[src/rtl/wb_pkg.sv]
// Shared types and helpers for the writeback stage.
package wb_pkg;

  localparam int WB_NUM_CH = 3;

  // Producer channel indices; also the encoding of the rotating pointer.
  typedef enum logic [1:0] {
    WB_CH_IP0 = 2'd0,
    WB_CH_IP1 = 2'd1,
    WB_CH_LSP = 2'd2
  } wb_ch_e;

  // One completed result as offered by a producer.
  typedef struct packed {
    logic [4:0]  dst;
    logic [63:0] result;
    logic [63:0] pc;
    logic        wb_en;
  } wb_xfer_t;

  // Next channel in rotating order (mod 3). Index 3 never occurs but folds to 0.
  function automatic logic [1:0] wb_ch_inc(input logic [1:0] ch);
    return (ch >= 2'd2) ? 2'd0 : ch + 2'd1;
  endfunction

endpackage

[src/rtl/wb_rr_arb2of3.sv]
// Rotating-priority arbiter granting up to two of three requesters per cycle.
module wb_rr_arb2of3
  import wb_pkg::*;
(
  input  logic [2:0] valid,
  input  logic [1:0] rr,
  output logic [2:0] grant,
  output logic [1:0] slot0_ch,
  output logic       slot0_vld,
  output logic [1:0] slot1_ch,
  output logic       slot1_vld,
  output logic [1:0] rr_next
);

  // Walk channels from rr in rotating order, filling slot 0 then slot 1.
  always_comb begin
    logic [1:0] ch;
    // NOTE: every output gets a default first so no path leaves it unassigned (no latch).
    grant     = '0;
    slot0_ch  = '0;
    slot0_vld = 1'b0;
    slot1_ch  = '0;
    slot1_vld = 1'b0;
    rr_next   = rr;
    ch        = (rr > 2'd2) ? 2'd0 : rr;
    for (int i = 0; i < WB_NUM_CH; i++) begin
      if (valid[ch]) begin
        if (!slot0_vld) begin
          slot0_vld = 1'b1;
          slot0_ch  = ch;
          grant[ch] = 1'b1;
        end else if (!slot1_vld) begin
          slot1_vld = 1'b1;
          slot1_ch  = ch;
          grant[ch] = 1'b1;
        end
      end
      ch = wb_ch_inc(ch);
    end
    // Pointer moves past the last channel served; unchanged when nothing is granted.
    if (slot1_vld)      rr_next = wb_ch_inc(slot1_ch);
    else if (slot0_vld) rr_next = wb_ch_inc(slot0_ch);
  end

endmodule

[src/rtl/wb.sv]
// Writeback stage: merges ip0/ip1/lsp results onto two register-file write
// ports, releases scoreboard entries and counts retired instructions.
module wb
  import wb_pkg::*;
#(
  parameter int CNT_W = 64
) (
  input  logic             clk,
  input  logic             rst,
  input  logic [4:0]       ip0_wb_dst,
  input  logic [63:0]      ip0_wb_result,
  input  logic [63:0]      ip0_wb_pc,
  input  logic             ip0_wb_wb_en,
  input  logic             ip0_wb_valid,
  output logic             ip0_wb_ready,
  input  logic [4:0]       ip1_wb_dst,
  input  logic [63:0]      ip1_wb_result,
  input  logic [63:0]      ip1_wb_pc,
  input  logic             ip1_wb_wb_en,
  input  logic             ip1_wb_valid,
  output logic             ip1_wb_ready,
  input  logic [4:0]       lsp_wb_dst,
  input  logic [63:0]      lsp_wb_result,
  input  logic [63:0]      lsp_wb_pc,
  input  logic             lsp_wb_wb_en,
  input  logic             lsp_wb_valid,
  output logic             lsp_wb_ready,
  output logic             wb_rf_wen0,
  output logic             wb_rf_wen1,
  output logic [4:0]       wb_rf_wdst0,
  output logic [4:0]       wb_rf_wdst1,
  output logic [63:0]      wb_rf_wdata0,
  output logic [63:0]      wb_rf_wdata1,
  output logic [31:0]      wb_ix_release,
  output logic [63:0]      wb_retire_pc0,
  output logic [63:0]      wb_retire_pc1,
  output logic [1:0]       wb_retire_valid,
  output logic [CNT_W-1:0] wb_instret
);

  logic [1:0] rr;
  logic [1:0] rr_next;
  logic [2:0] valid;
  logic [2:0] grant;
  logic [1:0] slot0_ch, slot1_ch;
  logic       slot0_vld, slot1_vld;
  wb_xfer_t   xfer [4];
  wb_xfer_t   s0, s1;
  logic       s0_wen, s1_wen;
  logic [31:0] release_next;

  assign valid = {lsp_wb_valid, ip1_wb_valid, ip0_wb_valid};

  wb_rr_arb2of3 u_arb (
    .valid     (valid),
    .rr        (rr),
    .grant     (grant),
    .slot0_ch  (slot0_ch),
    .slot0_vld (slot0_vld),
    .slot1_ch  (slot1_ch),
    .slot1_vld (slot1_vld),
    .rr_next   (rr_next)
  );

  // No channel is accepted while reset is held.
  assign ip0_wb_ready = grant[WB_CH_IP0] & ~rst;
  assign ip1_wb_ready = grant[WB_CH_IP1] & ~rst;
  assign lsp_wb_ready = grant[WB_CH_LSP] & ~rst;

  // Gather channel payloads and steer the granted ones into the two slots.
  always_comb begin
    xfer[WB_CH_IP0] = '{dst: ip0_wb_dst, result: ip0_wb_result, pc: ip0_wb_pc, wb_en: ip0_wb_wb_en};
    xfer[WB_CH_IP1] = '{dst: ip1_wb_dst, result: ip1_wb_result, pc: ip1_wb_pc, wb_en: ip1_wb_wb_en};
    xfer[WB_CH_LSP] = '{dst: lsp_wb_dst, result: lsp_wb_result, pc: lsp_wb_pc, wb_en: lsp_wb_wb_en};
    xfer[3]         = '0;
    s0     = slot0_vld ? xfer[slot0_ch] : '0;
    s1     = slot1_vld ? xfer[slot1_ch] : '0;
    // x0 retires but is never written or released.
    s0_wen = s0.wb_en && (s0.dst != 5'd0);
    s1_wen = s1.wb_en && (s1.dst != 5'd0);
    release_next = (s0_wen ? (32'd1 << s0.dst) : 32'd0)
                 | (s1_wen ? (32'd1 << s1.dst) : 32'd0);
  end

  // Register slot results, retire info, pointer and retired-instruction count.
  always_ff @(posedge clk) begin
    // NOTE: non-blocking assignments so every register samples pre-edge values.
    if (rst) begin
      rr              <= WB_CH_IP0;
      wb_rf_wen0      <= 1'b0;
      wb_rf_wen1      <= 1'b0;
      wb_rf_wdst0     <= '0;
      wb_rf_wdst1     <= '0;
      wb_rf_wdata0    <= '0;
      wb_rf_wdata1    <= '0;
      wb_ix_release   <= '0;
      wb_retire_pc0   <= '0;
      wb_retire_pc1   <= '0;
      wb_retire_valid <= '0;
      wb_instret      <= '0;
    end else begin
      rr              <= rr_next;
      wb_rf_wen0      <= s0_wen;
      wb_rf_wen1      <= s1_wen;
      wb_rf_wdst0     <= s0.dst;
      wb_rf_wdst1     <= s1.dst;
      wb_rf_wdata0    <= s0.result;
      wb_rf_wdata1    <= s1.result;
      wb_ix_release   <= release_next;
      wb_retire_pc0   <= s0.pc;
      wb_retire_pc1   <= s1.pc;
      wb_retire_valid <= {slot1_vld, slot0_vld};
      wb_instret      <= wb_instret + CNT_W'(slot0_vld) + CNT_W'(slot1_vld);
    end
  end

endmodule

[config.mk]
export PLATFORM = sky130hd
export DESIGN_NAME = wb
export DESIGN_NICKNAME = d
export VERILOG_FILES = /design/src/rtl/wb_pkg.sv /design/src/rtl/wb_rr_arb2of3.sv /design/src/rtl/wb.sv
export SDC_FILE = /design/constraint.sdc
export NUM_CORES = 1
export LEC_CHECK = 0
export ABC_AREA = 0
export CORE_AREA = 5 5 303 305
export CTS_CLUSTER_SIZE = 10
export DETAILED_ROUTE_END_ITERATION = 16
export DIE_AREA = 0 0 308 310
export GPL_ROUTABILITY_DRIVEN = 1
export PLACE_DENSITY = 0.41
export SLEW_MARGIN = 20
export SYNTH_ARGS = -nofsm -noshare
export SYNTH_HDL_FRONTEND = slang
export SYNTH_SLANG_ARGS = --single-unit
export TNS_END_PERCENT = 1
[constraint.sdc]
create_clock -name clk -period 6.2 [get_ports clk]
set_input_delay 0.93 -clock clk [delete_from_list [all_inputs] [get_ports clk]]
set_output_delay 0.93 -clock clk [all_outputs]
set_load 0.05 [all_outputs]
## Word level (Yosys, flattened, before mapping)

Index checks and enable logic that the tools add are counted.

| cells by class | value |
|---|---|
| $add $sub $neg | 6 |
| order comparisons | 13 |
| shift operators | 2 |
| muxes and demuxes | 51 |
| bitwise gates (word level) | 11 |
| reduce and logical (&&, ||, !) cells | 10 |

Operators with widths:

| operator | count |
|---|---|
| 134-bit 2-to-1 mux | 6 |
| 134-bit binary-select mux with 2-bit select | 2 |
| 64-bit by 1-bit adder with 64-bit output | 2 |
| 32-bit 2-to-1 mux | 2 |
| 1-bit by 5-bit << shifter with 32-bit output (first input constant) | 2 |
| 2-bit 2-to-1 mux | 17 |
| 32-bit OR | 1 |
| 3-bit 2-to-1 mux | 5 |
| 1-bit 2-to-1 mux | 13 |
| 5-bit nonzero test | 2 |
| 2-bit by 3-bit < comparator with 1-bit output (second input constant) | 3 |
| 2-bit by 1-bit adder with 2-bit output (second input constant) | 4 |
| 2-bit >= comparator (second input constant) | 4 |
| 1-bit binary-select mux with 2-bit select | 3 |
| 1-bit demux with 2-bit select | 3 |
| 2-bit by 1-bit >= comparator with 1-bit output (second input constant) | 3 |
| 3-bit >= comparator (second input constant) | 2 |
| 2-bit inverter with 3-bit output | 2 |
| 3-bit OR | 2 |
| 1-bit logical AND | 5 |
| 2-bit OR reduction | 2 |
| 1-bit bitwise AND | 3 |
| 1-bit inverter | 3 |
| 2-bit > comparator (second input constant) | 1 |
| 2-bit nonzero test | 1 |

| storage, ports and cells | value |
|---|---|
| register bits after elaboration | 368 |
| bits of input ports | 407 |
| logic and storage cells | 105 |

## Depth between registers and ports, before layout

Gate-level depths: netlist of the first run.

| logic depth | value |
|---|---|
| depth after elaboration | 19 |
| gate-level depth with buffers | 18 |
| mapped depth without buffers | 16 |

## Hierarchy

From an unflattened synthesis of the first run, not the netlist that was laid out.

| second synthesis, totals | value |
|---|---|
| cells, all modules | 2008 |
| area total of the unflattened synthesis | 16553.4 sq um |

By module, submodules not included:

| module | instances | cells an instance | area each (sq um) | seq. area each (sq um) |
|---|---|---|---|---|
| wb | 1 | 1948 | 16138.0 | 7367.1 |
| wb_rr_arb2of3 | 1 | 60 | 415.4 | 0.0 |

## Least setup slack after synthesis of the first run

No wires, ideal clock.

| path | value |
|---|---|
| kind | input-to-reg |
| from | input ip1_wb_valid |
| to | register wb_instret[56] |
| data arrival time | 3777 ps |
| slack | 2352 ps |
| stages on the path | 15 |
| path buffers | 3 |
| cell sequence | buf_2 > mux2i_2 > mux2_2 > nand3_1 > buf_2 > inv_1 > fa_1 > inv_1 > ha_1 > nand4_1 > nor3_4 > nand2_4 > buf_6 > or3_1 > a21oi_1 |

| on the way | value |
|---|---|
| longest elaborated chain between the ends | 8 |
| elaborated cells between the ends (all ways) | 15 |
| those cells by class | add/sub: 2; mux: 13 |

Ends and longest elaborated chain:

| element | RTL line | RTL |
|---|---|---|
| from (decl) | wb.sv:20 | `input logic ip1_wb_valid,` |
| parallel branches: the longest is 7 deep, another holds 64-bit by 1-bit adder with 64-bit output | n/a |  |
| 64-bit by 1-bit adder with 64-bit output * | wb.sv:113 | `wb_instret <= wb_instret + CNT_W'(slot0_vld) + CNT_W'(slot1_vld);` |
| to (signal assigned) | wb.sv:113 |  |
| to (decl) | wb.sv:38 | `output logic [CNT_W-1:0] wb_instret` |

Every way passes the cells marked *. The select of a mux whose other input is x is not followed.
A chain may end at the register's enable or synchronous reset.

## Worst setup path after layout of the first run

| path | value |
|---|---|
| from | input lsp_wb_valid |
| to | register wb_instret[50] |

| on the way | value |
|---|---|
| longest elaborated chain between the ends | 8 |
| elaborated cells between the ends (all ways) | 15 |
| those cells by class | add/sub: 2; mux: 13 |

Ends and longest elaborated chain:

| element | RTL line | RTL |
|---|---|---|
| from (decl) | wb.sv:26 | `input logic lsp_wb_valid,` |
| parallel branches: the longest is 7 deep, another holds 64-bit by 1-bit adder with 64-bit output | n/a |  |
| 64-bit by 1-bit adder with 64-bit output * | wb.sv:113 |  |

Marks and branches as above.

==> results.md, run 1 <==
* Gpl congestion at 0.857
* Routed wire length on met2 at 43,800 um
* Mapped Cells at between 2,000 and 2,500
* RSZ-0062 raised after global routing: false
* Max Slew Vio Count at 0
* CP Max Fanout at 12
* Internal Pwr Total at 0.00822 W
* Crit start category: primary input
* H-tree depth at 2
* CP peak stage delay at roughly 730 ps
* Die area at 0.0955 mm2
* Vias per Instance at approximately 4.5
* TritonCTS Sinks at 368
* CP dominant cell by count: inv_1
* Layout cells sized above 1 at 4.93%
* # DRC at 0
* Clock root cell: clkbuf_16
* First-pass GRT wire length at 126,000 um
* Register area share after synthesis at between 40 and 50%
* Drt initial violations at 1,097
* Crit-path cells: clkdlybuf4s50_1 > nand2b_1 > mux2_2 > nand3_1 > inv_1 > fa_1 > inv_1 > ha_1 > nand4_1 > nor3_4 > nand2_4 > or3_2 > a21oi_1
* Sw frac at between 50% and 60%
* GR Overflow Total at 0
* Crit path kind: in -> reg
* Switch Pwr at 0.00846 W
* Worst VDD drop at ~0.44 mV
* Top Layer Used: met5
* Fin nets at 3,113
* CTS tree: yes
* Synth-to-layout area growth at 65.1%
* Final worst path period share at about 76%
* Post-CTS resize count at 0
* Synthesized area at 0.0163 mm2
* Endpoints failing hold at 0
* I/O pin total at 776
* Register share of total power at about a fifth
* Post-CTS Setup Repair Bufs at 0
* Clock skew at roughly 15 ps
* Worst-margin pin slew at 1050 ps
* Gr usage total at 17.6%
* FMAX at 0.213 GHz
* # hold bufs at CTS at 0
* Post-synth net total at about 2,400
* Ys async rst share at 0%
* Starting Density at 18.3%
* Crit path arrival time at 5190 ps
* Synth Flop Type: dfxtp_1
* Hold Path Depth at 2
* Site Rows at 110
* Slowest CP cell: clkdlybuf4s50_1
* CP endpoint kind: register
* Wire per inst at 23.1 um
* Metal1 wirelength at 35,000 um
* Hold Path Class: reg -> reg
* Clk pwr share at between 15 and 20%
* Post-synth EDFFs at 0
* Worst-path clk slew at 60 ps
* Cts bufs inserted at 49
* Final Cell Area at 0.0269 mm2
* Buffers on Ports at approximately 780
* Max_slew headroom at 30.2%
* Largest net degree at the start of global routing at 132
* CTS Buffer Depth at 3
* Crit path required time at 6700 ps
* Area post-placement at around 0.025 mm2
* Routed Antenna Nets at 0
* Netlist cell types at 73
* DP HPWL at 66,600 um
* Core ar. at 0.0890 mm2
* Comb pwr share at 61.1%
* Vias at ~18,000
* Final wirelength at 90,800 um
* Worst-skew pair later-pin latency at 580 ps
* Vias in the first global route at 17,823
* Post-synthesis register bit count at 368
* Die W at 308 um
* Filler cell count at 9,410
* Met3 WL at between 8000 and 9000 um
* FF-to-FF path depth at 14
* Initial antenna violation count at 25
* Final core occ at between 30% and 40%
* Fin Setup TNS at 0 ps
* Status: completed
* Leak at 10.4 nW
* Max-cap violation count at 0
* Fin crit period at 4690 ps
* Initial DRT Pass Iterations at 5
* Final setup viols at 0
* P per Cell Area at 620 mW/mm2
* Syn Area/Cell at 8.13 um2
* Die height at approximately 310 um
* Synthesis Warnings at 0
worst max-delay path: cells and delay by family:
kind                     cells  cell delay [ps]
multiplexers                 1              320
AND/OR/NAND/NOR              6             1970
AO/OA/AOI/OAI                1              140
buffers and inverters        3             1070
adder cells (fa/ha/maj)      2              730
power groups by stage:
stage	combinational (W)	sequential [W]	clock (W)
6_report	0.0102	0.00351	0.00298
5_1_grt	0.0108	0.00359	0.00318
4_1_cts	0.0103	0.00352	0.00309
3_5_place_dp	0.0103	0.00356	0
3_3_place_gp	0.0103	0.00355	0
2_1_floorplan	0.00358	0.00643	0
cells in the final DEF, fill, tap and decap left out, types with 9 or more instances in the layout:
cell type,n
xnor2_1,12
diode_2,15
and3_1,10
o22ai_1,31
nand3_1,25
mux2i_1,138
clkbuf_1,17
xor2_1,39
dfxtp_1,368
nand4_1,18
or3_1,9
clkdlybuf4s50_1,774
buf_4,14
inv_1,14
a211oi_1,128
nor2_1,329
nor2b_1,12
a21oi_1,274
clkbuf_8,10
nor3_1,9
o21ai_0,19
clkbuf_16,51
nand2_1,314
layer usage:
metal  up-vias  global-route usage [%]
met5         -                       0
met4        16                    6.46
met3       149                    6.45
met2       731                    30.3
met1      8385                    20.3
li1       8322                       -
registers in the layout (all words and copies together), names as in the netlist:
register / flops
wb_rf_wen0: 1
wb_rf_wen1: 1
wb_retire_valid: 2
wb_ix_release: 32
wb_retire_pc0: 64
wb_retire_pc1: 64
wb_rf_wdata0: 64
wb_instret: 64
rr: 2
wb_rf_wdst1: 5
wb_rf_wdst0: 5
wb_rf_wdata1: 64
path summary, 6_finish.rpt:
path             startpoint             end  slack [ps]
min          wb_instret[58]  wb_instret[58]         510
min reg2reg  wb_instret[58]  wb_instret[58]         510
max            lsp_wb_valid  wb_instret[50]        1510
max reg2reg           rr[0]  wb_instret[50]        1670
area by class of cell:
type | count | area [um2] | share of cell area [%]
Inverter | 16 | 60.1 | 0.223
Multi-Input combinational cell | 1469 | 8300 | 30.9
Tap cell | 1176 | 1470 | 5.47
Antenna cell | 15 | 37.5 | 0.140
Clock inverter | 10 | 183 | 0.679
Timing Repair Buffer | 796 | 8010 | 29.8
Sequential cell | 368 | 7370 | 27.4
Clock buffer | 78 | 1480 | 5.49
cells in the mapped netlist, types with 3 or more instances:
cell / count / share of area [%]
a32oi_1: 3 / 0.16
nand3_1: 25 / 0.77
nand2b_1: 7 / 0.27
and2_2: 3 / 0.14
a211o_1: 4 / 0.21
o21a_1: 3 / 0.14
nor3_1: 9 / 0.28
o22ai_1: 31 / 1.2
xor2_1: 39 / 2.1
buf_2: 28 / 0.86
a211oi_1: 128 / 5.9
and3_1: 11 / 0.42
o21ai_1: 4 / 0.12
nand2_1: 315 / 7.3
o21ai_0: 19 / 0.58
inv_1: 14 / 0.32
buf_1: 9 / 0.21
xnor2_1: 12 / 0.64
a21oi_1: 274 / 8.4
nor2_1: 330 / 7.6
clkbuf_1: 108 / 2.5
nand4_1: 18 / 0.69
and4_1: 4 / 0.21
nand3b_1: 3 / 0.14
mux2i_1: 138 / 8.5
mux2_2: 5 / 0.35
or2_2: 3 / 0.12
or3_1: 9 / 0.35
a22oi_1: 3 / 0.14
and2_1: 6 / 0.23
ha_1: 5 / 0.38
nor2b_1: 12 / 0.46
dfxtp_1: 368 / 45
stage by stage:
stage | hold slack, ps | setup slack, ps | total power [W] | cells
finish | 505 | 1510 | 0.0167 | 3928
detailed placement | 498 | 945 | 0.0138 | 3824
floorplan | 466 | 2350 | 0.0100 | 2004
global route | 551 | 1260 | 0.0176 | 3922
CTS | 508 | 1570 | 0.0169 | 3912
global placement | 490 | 975 | 0.0138 | 3824
cells by family (layout without fill, tap and decap cells):
logic type | count (synthesis) | after routing | share of synthesized area, %
adders and majority gates | 6 | 6 | 0.507
AOI/OAI and AO/OA | 492 | 492 | 18.2
muxes | 145 | 145 | 9.04
buffers and inverters | 167 | 900 | 4.22
DFF | 368 | 368 | 45.2
and+or+nand+nor | 774 | 774 | 20.1
other | 1 | 16 | 0.0230
xor gates and xnor gates | 51 | 51 | 2.74
Power figures use the tool's default switching activity.
==> run 2: changes to the inputs <==
CORE_AREA = 5 5 297 299   (was 5 5 303 305)
DIE_AREA = 0 0 302 304   (was 0 0 308 310)
PLACE_DENSITY = 0.44   (was 0.41)
clock period = 4.2 ns   (was 6.2 ns; I/O delays follow)
==> results.md, run 2 (synthesis results as in run 1) <==
* CP endpoint kind: register
* DP HPWL at 71,900 um (+8.1%)
* Site Rows at 107 (-2.7%)
* Crit path arrival time at 4200 ps (-990 ps)
* Gpl congestion at 0.918 (+7.0%)
* Worst-margin pin slew at 804 ps (-243 ps)
* Clock skew at 24.4 ps (+9.61 ps)
* # hold bufs at CTS at 0 (unchanged)
* Routed Antenna Nets at 0 (unchanged)
* H-tree depth at 2 (unchanged)
* Worst-skew pair later-pin latency at 590 ps (about the same)
* Die W at 302 um (-1.9%)
* Final Cell Area at 0.0272 mm2 (+1.2%)
* Vias at 17,954 (+2.0%)
* P per Cell Area at 916 mW/mm2 (+48%)
* RSZ-0062 raised after global routing: false
* Buffers on Ports at 775 (unchanged)
* FF-to-FF setup slack at 490 ps (-1180 ps)
* Fin nets at 3,153 (+1.3%)
* Synth-to-layout area growth at 67.1%
* Final worst path period share at 88.3%
* TritonCTS Sinks at 368 (unchanged)
* Crit path kind: reg -> reg
* Area post-placement at 0.0256 mm2 (+1.5%)
* CTS tree: yes
* Most common cell after layout, fill and taps aside: clkdlybuf4s50_1
* Crit path required time at 4690 ps (-2010 ps)
* Worst VDD drop at 0.540 mV (+22%)
* Max_slew headroom at 46.2% (+16 points)
* Wire per inst at 23.9 um (+3.2%)
* GR Overflow Total at 0 (unchanged)
* Clock root cell: clkbuf_16
* Layout cells sized above 1 at 6.59% (+1.7 points)
* Core ar. at 0.0849 mm2 (-4.7%)
* Largest net degree at the start of global routing at 76 (-42%)
* Die height at 304 um (-1.9%)
* Post-CTS resize count at 0 (unchanged)
* Gr usage total at 19.3% (+1.7 points)
* Starting Density at 19.2% (+0.90 points)
* CTS Buffer Depth at 3 (unchanged)
* Max-cap violation count at 0 (unchanged)
* Initial antenna violation count at 25 (unchanged)
* Post-CTS Setup Repair Bufs at 0 (unchanged)
* # DRC at 0 (unchanged)
* Max Slew Vio Count at 0 (unchanged)
* Hold Path Class: reg -> reg
* Initial DRT Pass Iterations at 6 (+1)
* Final wirelength at 93,900 um (+3.4%)
* CP Max Fanout at 12 (unchanged)
* Fin crit period at approximately 3700 ps
* First-pass GRT wire length at 132,000 um (+5.4%)
* Most frequent cells in the layout: clkdlybuf4s50_1 (771), dfxtp_1 (368), nor2_1 (329), nand2_1 (314), a21oi_1 (274)
* Die area at 0.0918 mm2 (-3.8%)
* I/O pin total at 776 (unchanged)
* Cts bufs inserted at 50 (+2.0%)
* Final setup viols at 0 (unchanged)
* Status: completed
* Endpoints failing hold at 0 (unchanged)
* Fin Setup TNS at 0 ps (unchanged)
* Leak at 10.7 nW (+2.2%)
* Drt initial violations at 1,125 (+2.6%)
* Crit start category: register
* Vias per Instance at 4.56 (+1.8%)
* Vias in the first global route at 18,092 (+1.5%)
* FMAX at ~0.27 GHz
* Worst-path clk slew at 60 ps (about the same)
## run 2: changes by cell type in the layout (fill, tap and decap cells not counted)
| cell | before | now |
|---|---|---|
| buf_12 | 6 | 16 |
| clkdlybuf4s50_1 | 774 | 771 |
| bufinv_16 | 5 | 2 |
| clkinv_4 | 1 | 0 |
| diode_2 | 15 | 14 |
| clkbuf_1 | 17 | 11 |
| clkinv_2 | 3 | 8 |
| dlymetal6s2s_1 | 0 | 1 |
| inv_16 | 0 | 1 |
| clkinvlp_4 | 0 | 3 |
| buf_4 | 14 | 46 |
| clkbuf_8 | 10 | 12 |
| buf_16 | 1 | 0 |
## run 2: through the flow
stage	util [%]	power, W	cells	hold WS [ps]	worst slack [ps]
3_3_place_gp	30.1	0.0209	3832	485	155
2_1_floorplan	-	0.0148	2004	466	652
3_5_place_dp	30.1	0.0209	3832	492	130
6_report	32.1	0.0249	3935	492	492
5_1_grt	32.1	0.0262	3926	526	142
4_1_cts	32.0	0.0254	3921	488	150
## run 2: worst paths after layout
kind	start	end	cells after the start
max reg2reg	rr[1]	wb_instret[52]	16
min	rr[0]	rr[0]	2
max	rr[1]	wb_instret[52]	16
min reg2reg	rr[0]	rr[0]	2
## run 2: final cells by class
type	instances	area, um2
Fill cell	8931	57700
Clock inverter	15	151
Timing Repair Buffer	835	8400
Sequential cell	368	7370
Inverter	16	60.1
Antenna cell	14	35.0
Multi-Input combinational cell	1469	8300
Clock buffer	74	1480
Tap cell	1144	1430
## run 2: report_power, final
part	internal, W	switching [W]
logic	0.00499	0.0105
clock network	0.00256	0.00172
registers	0.00474	0.000418
## run 2: critical path, cell delays in order, from the launching register on
cell	delay, ps
dfxtp_1	380
inv_1	80
ha_1	340
mux2i_2	230
buf_4	180
mux2i_4	140
o21ai_1	90
o21ai_1	130
inv_2	70
fa_1	440
inv_1	80
ha_1	160
nand4_1	170
nor3_4	370
nand2_4	140
or3_2	470
a21oi_1	140
## run 2: layer usage
layer | track usage, % | routed length (um) | up-vias
met3 | 7.82 | 8990 | 131
met5 | 0 | 104 | -
met1 | 21.5 | 35600 | 8673
li1 | - | - | 8414
met2 | 33.9 | 46100 | 720
met4 | 5.83 | 3110 | 16
==> run 3: changes to the inputs <==
ABC_CLOCK_PERIOD_IN_PS = 4200   (was not set)
TNS_END_PERCENT = 5   (was 1)
==> results of run 3 <==
Final layout, timing and power as in run 2 (identical DEF).
